[src/rtl/nanomig_ram_pkg.sv]
// Shared types and constants for the chip/kick RAM turbo arbiter.
//   state_t      - arbiter FSM states
//   KICK_PREFIX  - upper byte-address bits [23:19] of the kickstart image
//   SLOT_CYCLES  - clk_sys cycles per 7 MHz slot
//   is_kick()    - true when a word address [23:1] falls in 0xF80000-0xFFFFFF
package nanomig_ram_pkg;

   typedef enum logic [1:0] {
      IDLE  = 2'd0,
      ISSUE = 2'd1,
      DONE  = 2'd2
   } state_t;

   localparam logic [4:0] KICK_PREFIX = 5'b11111;
   localparam int         SLOT_CYCLES = 4;

   // Word address vectors are [22:0] == byte address [23:1], so byte
   // address bits [23:19] live in [22:18].
   function automatic logic is_kick(input logic [22:0] word_addr);
      return word_addr[22:18] == KICK_PREFIX;
   endfunction

endpackage

[src/rtl/ram_port_mux.sv]
// Combinational owner mux for the shared RAM port plus kickstart write
// protection.
//   cpu_owner=0 : every ram_* output follows the chipset strobes.
//   cpu_owner=1 : ram_* driven from the CPU request; writes into the
//                 kickstart image are masked when KICK_PROTECT is set.
// Ports: chip_* (chipset bus), cpu_* (CPU fast path), ram_* (RAM port).
module ram_port_mux
   import nanomig_ram_pkg::*;
#(
   parameter int KICK_PROTECT = 1
) (
   input  logic        cpu_owner,
   input  logic        chip_oe_n,
   input  logic        chip_we_n,
   input  logic        chip_bhe_n,
   input  logic        chip_ble_n,
   input  logic        chip_refresh,
   input  logic [22:0] chip_addr,
   input  logic [15:0] chip_wdata,
   input  logic        cpu_rnw,
   input  logic        cpu_uds,
   input  logic        cpu_lds,
   input  logic [22:0] cpu_addr,
   input  logic [15:0] cpu_wdata,
   output logic [22:0] ram_addr,
   output logic [15:0] ram_data,
   output logic        ram_oe_n,
   output logic        ram_we_n,
   output logic        ram_bhe_n,
   output logic        ram_ble_n,
   output logic        ram_refresh
);

   logic wp;

   assign wp = (KICK_PROTECT != 0) && is_kick(cpu_addr);

   always_comb begin
      ram_addr    = chip_addr;
      ram_data    = chip_wdata;
      ram_oe_n    = chip_oe_n;
      ram_we_n    = chip_we_n;
      ram_bhe_n   = chip_bhe_n;
      ram_ble_n   = chip_ble_n;
      ram_refresh = chip_refresh;
      if (cpu_owner) begin
         ram_addr    = cpu_addr;
         ram_data    = cpu_wdata;
         ram_oe_n    = !cpu_rnw;
         // Protected writes still run the full sequence, just without a strobe.
         ram_we_n    = cpu_rnw | wp;
         ram_bhe_n   = !cpu_uds;
         ram_ble_n   = !cpu_lds;
         ram_refresh = 1'b0;
      end
   end

endmodule

[src/rtl/ram_turbo_arbiter.sv]
// Shares the chip/kick RAM port between the minimig chipset and the CPU
// fast path. Chipset cycles (including refresh) always win; the CPU only
// gets 7 MHz slots the chipset leaves idle.
// Ports: clk_sys/reset (sync, active-high), clk7_en slot strobe, chip_*
// chipset bus, cpu_* fast-path request/response, ramdata_in/ram_* RAM port,
// conflict (sticky pre-emption flag).
// Build option: TURBO_WRITE_EN - when defined CPU writes also use free
// slots; otherwise writes are answered with cpu_reject.
//
// state | meaning
// IDLE  | chipset owns RAM; grant decision at clk7_en
// ISSUE | CPU drives RAM for RAM_LAT cycles, read data captured on the last
// DONE  | cpu_ready pulse, back to IDLE
module ram_turbo_arbiter
   import nanomig_ram_pkg::*;
#(
   parameter int RAM_LAT      = 2,
   parameter int KICK_PROTECT = 1
) (
   input  logic        clk_sys,
   input  logic        reset,
   input  logic        clk7_en,
   input  logic        chip_oe_n,
   input  logic        chip_we_n,
   input  logic        chip_bhe_n,
   input  logic        chip_ble_n,
   input  logic        chip_refresh,
   input  logic [22:0] chip_addr,
   input  logic [15:0] chip_wdata,
   input  logic        cpu_sel,
   input  logic        cpu_rnw,
   input  logic        cpu_uds,
   input  logic        cpu_lds,
   input  logic [22:0] cpu_addr,
   input  logic [15:0] cpu_wdata,
   output logic [15:0] cpu_rdata,
   output logic        cpu_ready,
   output logic        cpu_reject,
   input  logic [15:0] ramdata_in,
   output logic [22:0] ram_addr,
   output logic [15:0] ram_data,
   output logic        ram_oe_n,
   output logic        ram_we_n,
   output logic        ram_bhe_n,
   output logic        ram_ble_n,
   output logic        ram_refresh,
   output logic        conflict
);

   localparam int              CW   = $clog2(SLOT_CYCLES);
   localparam logic [CW-1:0]   LAST = CW'(RAM_LAT - 1);

   state_t          state, state_nxt;
   logic [CW-1:0]   cnt, cnt_nxt;
   logic            chip_busy;
   logic            accept;
   logic            cpu_owner;
   logic            capture;
   logic            preempt;
   logic            reject_nxt;

   assign chip_busy = !chip_oe_n | !chip_we_n | chip_refresh;

`ifdef TURBO_WRITE_EN
   assign accept = 1'b1;
`else
   assign accept = cpu_rnw;
`endif

   always_ff @(posedge clk_sys) begin
      if (reset) begin
         state      <= IDLE;
         cnt        <= '0;
         cpu_rdata  <= '0;
         cpu_reject <= 1'b0;
         conflict   <= 1'b0;
      end else begin
         state      <= state_nxt;
         cnt        <= cnt_nxt;
         cpu_reject <= reject_nxt;
         if (capture)
            cpu_rdata <= ramdata_in;
         if (preempt)
            conflict <= 1'b1;
      end
   end

   always_comb begin
      state_nxt  = state;
      cnt_nxt    = cnt;
      cpu_ready  = 1'b0;
      cpu_owner  = 1'b0;
      capture    = 1'b0;
      preempt    = 1'b0;
      reject_nxt = 1'b0;
      case (state)
         IDLE: begin
            if (clk7_en && !chip_busy && cpu_sel) begin
               if (accept) begin
                  state_nxt = ISSUE;
                  cnt_nxt   = '0;
               end else begin
                  reject_nxt = 1'b1;
               end
            end
         end
         ISSUE: begin
            // The chipset takes the port back in the very cycle it asks for
            // it; cpu_sel stays up, so the access retries at a later slot.
            if (chip_busy) begin
               preempt   = 1'b1;
               state_nxt = IDLE;
            end else begin
               cpu_owner = 1'b1;
               cnt_nxt   = cnt + 1'b1;
               if (cnt == LAST) begin
                  capture   = cpu_rnw;
                  state_nxt = DONE;
               end
            end
         end
         DONE: begin
            cpu_ready = 1'b1;
            state_nxt = IDLE;
         end
         default: state_nxt = IDLE;
      endcase
   end

   ram_port_mux #(
      .KICK_PROTECT (KICK_PROTECT)
   ) u_mux (
      .cpu_owner    (cpu_owner),
      .chip_oe_n    (chip_oe_n),
      .chip_we_n    (chip_we_n),
      .chip_bhe_n   (chip_bhe_n),
      .chip_ble_n   (chip_ble_n),
      .chip_refresh (chip_refresh),
      .chip_addr    (chip_addr),
      .chip_wdata   (chip_wdata),
      .cpu_rnw      (cpu_rnw),
      .cpu_uds      (cpu_uds),
      .cpu_lds      (cpu_lds),
      .cpu_addr     (cpu_addr),
      .cpu_wdata    (cpu_wdata),
      .ram_addr     (ram_addr),
      .ram_data     (ram_data),
      .ram_oe_n     (ram_oe_n),
      .ram_we_n     (ram_we_n),
      .ram_bhe_n    (ram_bhe_n),
      .ram_ble_n    (ram_ble_n),
      .ram_refresh  (ram_refresh)
   );

endmodule

[config.mk]
export PLATFORM = sky130hd
export DESIGN_NAME = ram_turbo_arbiter
export DESIGN_NICKNAME = d
export VERILOG_FILES = /design/src/rtl/nanomig_ram_pkg.sv /design/src/rtl/ram_port_mux.sv /design/src/rtl/ram_turbo_arbiter.sv
export SDC_FILE = /design/constraint.sdc
export NUM_CORES = 1
export LEC_CHECK = 0
export ABC_AREA = 1
export BUFFER_PORTS_ARGS = -buffer_cell sky130_fd_sc_hd__buf_2
export CORE_UTILIZATION = 30
export DETAILED_ROUTE_END_ITERATION = 8
export PLACE_DENSITY_LB_ADDON = 0.05
export SYNTH_ARGS = -nofsm -noshare
export SYNTH_HDL_FRONTEND = slang
export SYNTH_HIERARCHICAL = 1
export SYNTH_SLANG_ARGS = --single-unit
[constraint.sdc]
create_clock -name clk_sys -period 2.3 [get_ports clk_sys]
set_input_delay 0.23 -clock clk_sys [delete_from_list [all_inputs] [get_ports clk_sys]]
set_output_delay 0.23 -clock clk_sys [all_outputs]
set_load 0.03 [all_outputs]
**Word level (Yosys, flattened, before mapping)**

Index checks and enable logic that the tools add are counted.

- Bitwise logic cells: 5
- Multiply operators: 0
- Divide/modulo/power cells: 0
- Shift-type cells: 0
- $add $sub $neg: 1
- Reduce and logical (&&, ||, !) cells: 13
- Magnitude comparators: 0
- Eq/ne operators: 8
- Multiplexer cells: 25

Operator list:

| kind | number |
|---|---|
| $mux 23 | 1 |
| $mux 16 | 1 |
| $mux 1 | 14 |
| $mux 2 | 7 |
| $pmux 2 s2 | 2 |
| $logic_not 1->1 | 6 |
| $ne 2x2->1 const B | 3 |
| $eq 5x5->1 const B | 1 |
| $eq 2x1->1 const B | 2 |
| $reduce_and 4->1 | 1 |
| $ne 3x3->1 const B | 1 |
| $or 1x1->1 | 3 |
| $reduce_and 3->1 | 1 |
| $reduce_or 3->1 | 1 |
| $add 2x1->2 const B | 1 |
| $eq 2x2->1 const B | 1 |
| $logic_and 1x1->1 | 2 |
| $logic_not 2->1 | 1 |
| $not 1->1 | 2 |
| $reduce_bool 2->1 | 1 |

- Output and inout bits: 63
- Memories kept: 0
- Memory bits (read-only): 0
- Bits of input ports: 106
- RAM bits: 0
- Word-level logic and storage cells: 57
- Latch bits: 0
- Bits in registers: 22

**Logic depth before layout (Yosys ltp)**

- Depth after elaboration: 8
- Gate-level depth with buffers: 9
- Mapped depth without buffers: 8

**Hierarchy**

The synthesis kept the hierarchy.

By module, submodules not included:

| module | instances | cells an instance | sequential area each (µm²) | area an instance (µm²) |
|---|---|---|---|---|
| ram_turbo_arbiter | 1 | 113 | 440.4 | 848.3 |
| ram_port_mux | 1 | 142 | 0.0 | 553.0 |

**Worst setup path after synthesis**

Ideal clock, no wire load.

- Kind: register to output
- Start: register state[0]
- End: output port ram_bhe_n
- Slack: 0.470 ns
- Cell stages (with the launch flop): 8
- Path buffers: 1
- Arrival time: 1.600 ns
- Required time: 2.070 ns
- Path through: dfxtp_1 inv_1 nor2_1 nand2_1 inv_1 buf_4 inv_2 o21ai_0

- Longest elaborated chain between the ends: 3

Ends and longest elaborated chain:

| item | RTL line | source |
|---|---|---|
| from (decl) | ram_turbo_arbiter.sv:53 | `state_t state, state_nxt;` |
| from (signal assigned) | ram_turbo_arbiter.sv:78 | `state <= state_nxt;` |
| $eq 2x1->1 | ram_turbo_arbiter.sv:96 | `case (state)` |
| $mux 1 | ram_turbo_arbiter.sv:96 |  |
| named net cpu_owner | ram_turbo_arbiter.sv:57 | `logic cpu_owner;` |
| $mux 1 | ram_port_mux.sv:46 | `if (cpu_owner) begin` |
| to (decl) | ram_turbo_arbiter.sv:44 | `output logic ram_bhe_n,` |

The timed path passes the listed nets, and every way through them passes these cells.

**Final worst setup path**

- Start: register state[0]
- End: output port ram_we_n

- Longest elaborated chain between the ends: 3

Ends and longest elaborated chain:

| item | RTL line | source |
|---|---|---|
| $eq 2x1->1 | ram_turbo_arbiter.sv:96 |  |
| $mux 1 | ram_turbo_arbiter.sv:96 |  |
| named net cpu_owner | ram_turbo_arbiter.sv:57 |  |
| $mux 1 | ram_port_mux.sv:46 |  |
| to (decl) | ram_turbo_arbiter.sv:43 | `output logic ram_we_n,` |

The timed path passes the listed nets, and every way through them passes these cells.

==> impl_metrics.py <==
metrics = {
    "cells_and_area": {
        "drive_gt1_frac": 0.423,
        "area_growth_pct": 64.8,
        "layout.nets": 525,
        "diodes": 0,
    },
    "critical_path": {
        "cp_common_cell": "nor2_1",
        "worstSetupStartpoint": "state[0]$_SDFFE_PP0P_",
        "r2r-start": "cnt[0]$_SDFFE_PP0P_",
        "cpMaxStageDelayCell": "dfxtp_1",
        "crit_type": "register to output pin",
        "worst_ep_arrival_time_ps": 1900,
        "max_stage_delay_ps": 370,
        "cp_cell_sequence": "inv_1 > nor2_1 > nand2_1 > inv_1 > inv_4 > or2_1 > nor2_1 > nor2_1 > buf_2",
        "worstPathMaxFanout": 32,
        "start_kind": "register",
        "crit_required_ps": 2070,
        "r2r_slack_ps": 770,
        "worst_setup_path_end_kind": "output pin",
    },
    "place": {
        "gp_congestion": 0.772,
        "dp_hpwl_um": 4070,
        "port_buffers": 168,
        "dp_slack_ps": 376,
    },
    "synthesis": {
        "seq_area_frac_synth": 0.314,
        "synth_edf_count": 0,
        "async_reset_ff_frac": 0,
        "synth_most_common_cell": "nand2_1",
        "synth_top_area_share": 0.437,
        "syn_avg_cell_area_sq_um": 5.50,
        "yosysUniqueCellTypes": 18,
        "ys_ff_latch": 22,
        "syn_inst": 255,
        "yosys-top-cells-area": "nand2_1, dfxtp_1, a21oi_1, nor2_1, buf_2",
        "syn_nets": 362,
        "syn_area_sq_um": 1400,
        "synth_warnings": 6,
        "ys_top_cells_by_count": "nand2_1, dfxtp_1, a21oi_1, nor2_1",
        "ys.flop_type": "dfxtp_1",
        "synth_top_area_cell": "nand2_1",
    },
    "floorplanning": {
        "die_x_um": 70.3,
        "ios": 169,
        "core_area_sq_um": 4410,
        "die_h_um": 70.3,
        "start_util": 0.317,
        "std_cell_rows": 24,
        "die-area_sq_um": 4950,
    },
    "global_routing": {
        "antenna_found_initial": 0,
        "grt_max_degree": 43,
        "grt_pass1_vias": 1742,
        "met2_usage": 0.357,
        "grt_use_met1": 0.238,
        "busiest_layer": "met2",
        "grt_usage": 0.197,
        "grt_use_met3": 0.0317,
        "grt_overflow_total": 0,
        "grt_pass1_wl_um": 8030,
    },
    "job": {
        "maxCapViolCount": 0,
    },
    "sta": {
        "hold_violations": 0,
        "setup_tns_ps": 0,
        "rsz0062_at_grt": "no",
        "report.final.slew_viol_count": 0,
        "max_slew_margin": 0.602,
        "fin_crit_sh": 0.926,
        "fin_ws_ps": 171,
        "finalSetupViolations": 0,
        "period_minus_slack_ps": 2130,
        "worst_pin_slew_ps": 596,
        "finClkSkew_ps": 1.84,
        "max_freq_mhz": 470,
    },
    "pwr": {
        "powerDensity_nw_per_um2": 377,
        "ir_worst_vdd_v": 0.000408,
        "p_leak_nw": 1.41,
    },
    "cts": {
        "cts-root-buf": "clkbuf_8",
        "cts_hold_buf": 0,
        "cts_tree": "yes",
        "clockBufferDepth": 2,
        "cts_sinks": 22,
        "htreeDepth": 1,
        "insertion_delay_ps": 250,
        "clk_pin_slew_ps": 70,
        "cts_inserted_buffers": 3,
    },
    "detailed_routing": {
        "drt-initial-drc-count": 71,
        "routed_wl_um": 5150,
        "via_count": 2016,
        "vias_per_cell": 4.31,
        "dr.pass1.iters": 4,
        "ant_nets": 0,
        "drc": 0,
        "post_drt_wl_per_cell_um": 11.0,
    },
    "worst_hold_path": {
        "hold_path_class": "primary input to register",
        "hp-start": "cpu_rnw",
    },
    "run_status": {
        "status": "finished, final reports clean",
    },
}
==> timing repair <==
item	4_1_cts	5_1_grt
gates resized for setup	0	3
setup buffers	0	0
hold endpoints to repair	0	0
setup endpoints to repair	0	23
==> flip-flops by register name, indices dropped and copies added (netlist names) <==
register,cells
cpu_rdata,16
conflict,1
state,2
cnt,2
cpu_reject,1
==> layout make-up <==
class	instances	area (sq um)
multi-input cells	210	856
fillers	509	2100
flip-flops and latches	22	440
well taps	52	65.1
repair buffers	171	867
clock buffers	3	41.3
inverters	10	40.0
==> logic make-up after synthesis <==
| family | synth area share |
|---|---|
| fa+ha+maj | 0.00893 |
| buf+inv | 0.0750 |
| flops | 0.314 |
| compound gates | 0.0786 |
| simple gates | 0.523 |
==> path summary, 6_finish.rpt <==
kind                                endpoint  cells past startpoint
setup / recovery                    ram_we_n                      9
hold / removal         cpu_reject$_SDFF_PP0_                      2
setup reg to reg   cpu_rdata[7]$_SDFFE_PP0P_                      5
hold reg to reg   cpu_rdata[14]$_SDFFE_PP0P_                      2
==> cell usage in the layout (no fill, tap or decap), drive strengths merged <==
cell type / count
nand2: 163
nand4: 2
dfxtp: 22
inv: 10
ha: 1
or2: 1
nor4: 1
nand3b: 1
nor3: 2
buf: 171
clkbuf: 3
nand3: 3
a21oi: 20
o21ai: 2
nor2: 14
==> stage by stage <==
step	instance area (sq um)	utilization	std cells	power [mW]	hold slack (ps)
floorplan	1400	-	255	0.521	307
global placement	2260	0.512	465	0.652	448
detailed placement	2260	0.512	465	0.653	455
CTS	2300	0.522	468	0.882	197
global route	2310	0.523	468	0.916	208
finish	2310	0.523	468	0.870	204
==> power breakdown <==
group          switching [mW]  leakage (nW)  internal [mW]
registers            0.000429         0.177          0.381
clock network           0.109        0.0216          0.116
logic                   0.155          1.21          0.107
==> worst max-delay path: cells and delay by family, from the launching register on <==
kind	cells	cell delay, ps
buffers and inverters	4	520
DFF	1	370
and+or+nand+nor	5	750
==> metal layers <==
layer | routed length (um) | up-vias
li1 | - | 1100
met1 | 2170 | 836
met2 | 2520 | 76
met3 | 407 | 4
met4 | 53 | 0
met5 | 0 | -
Power figures use the tool's default switching activity.
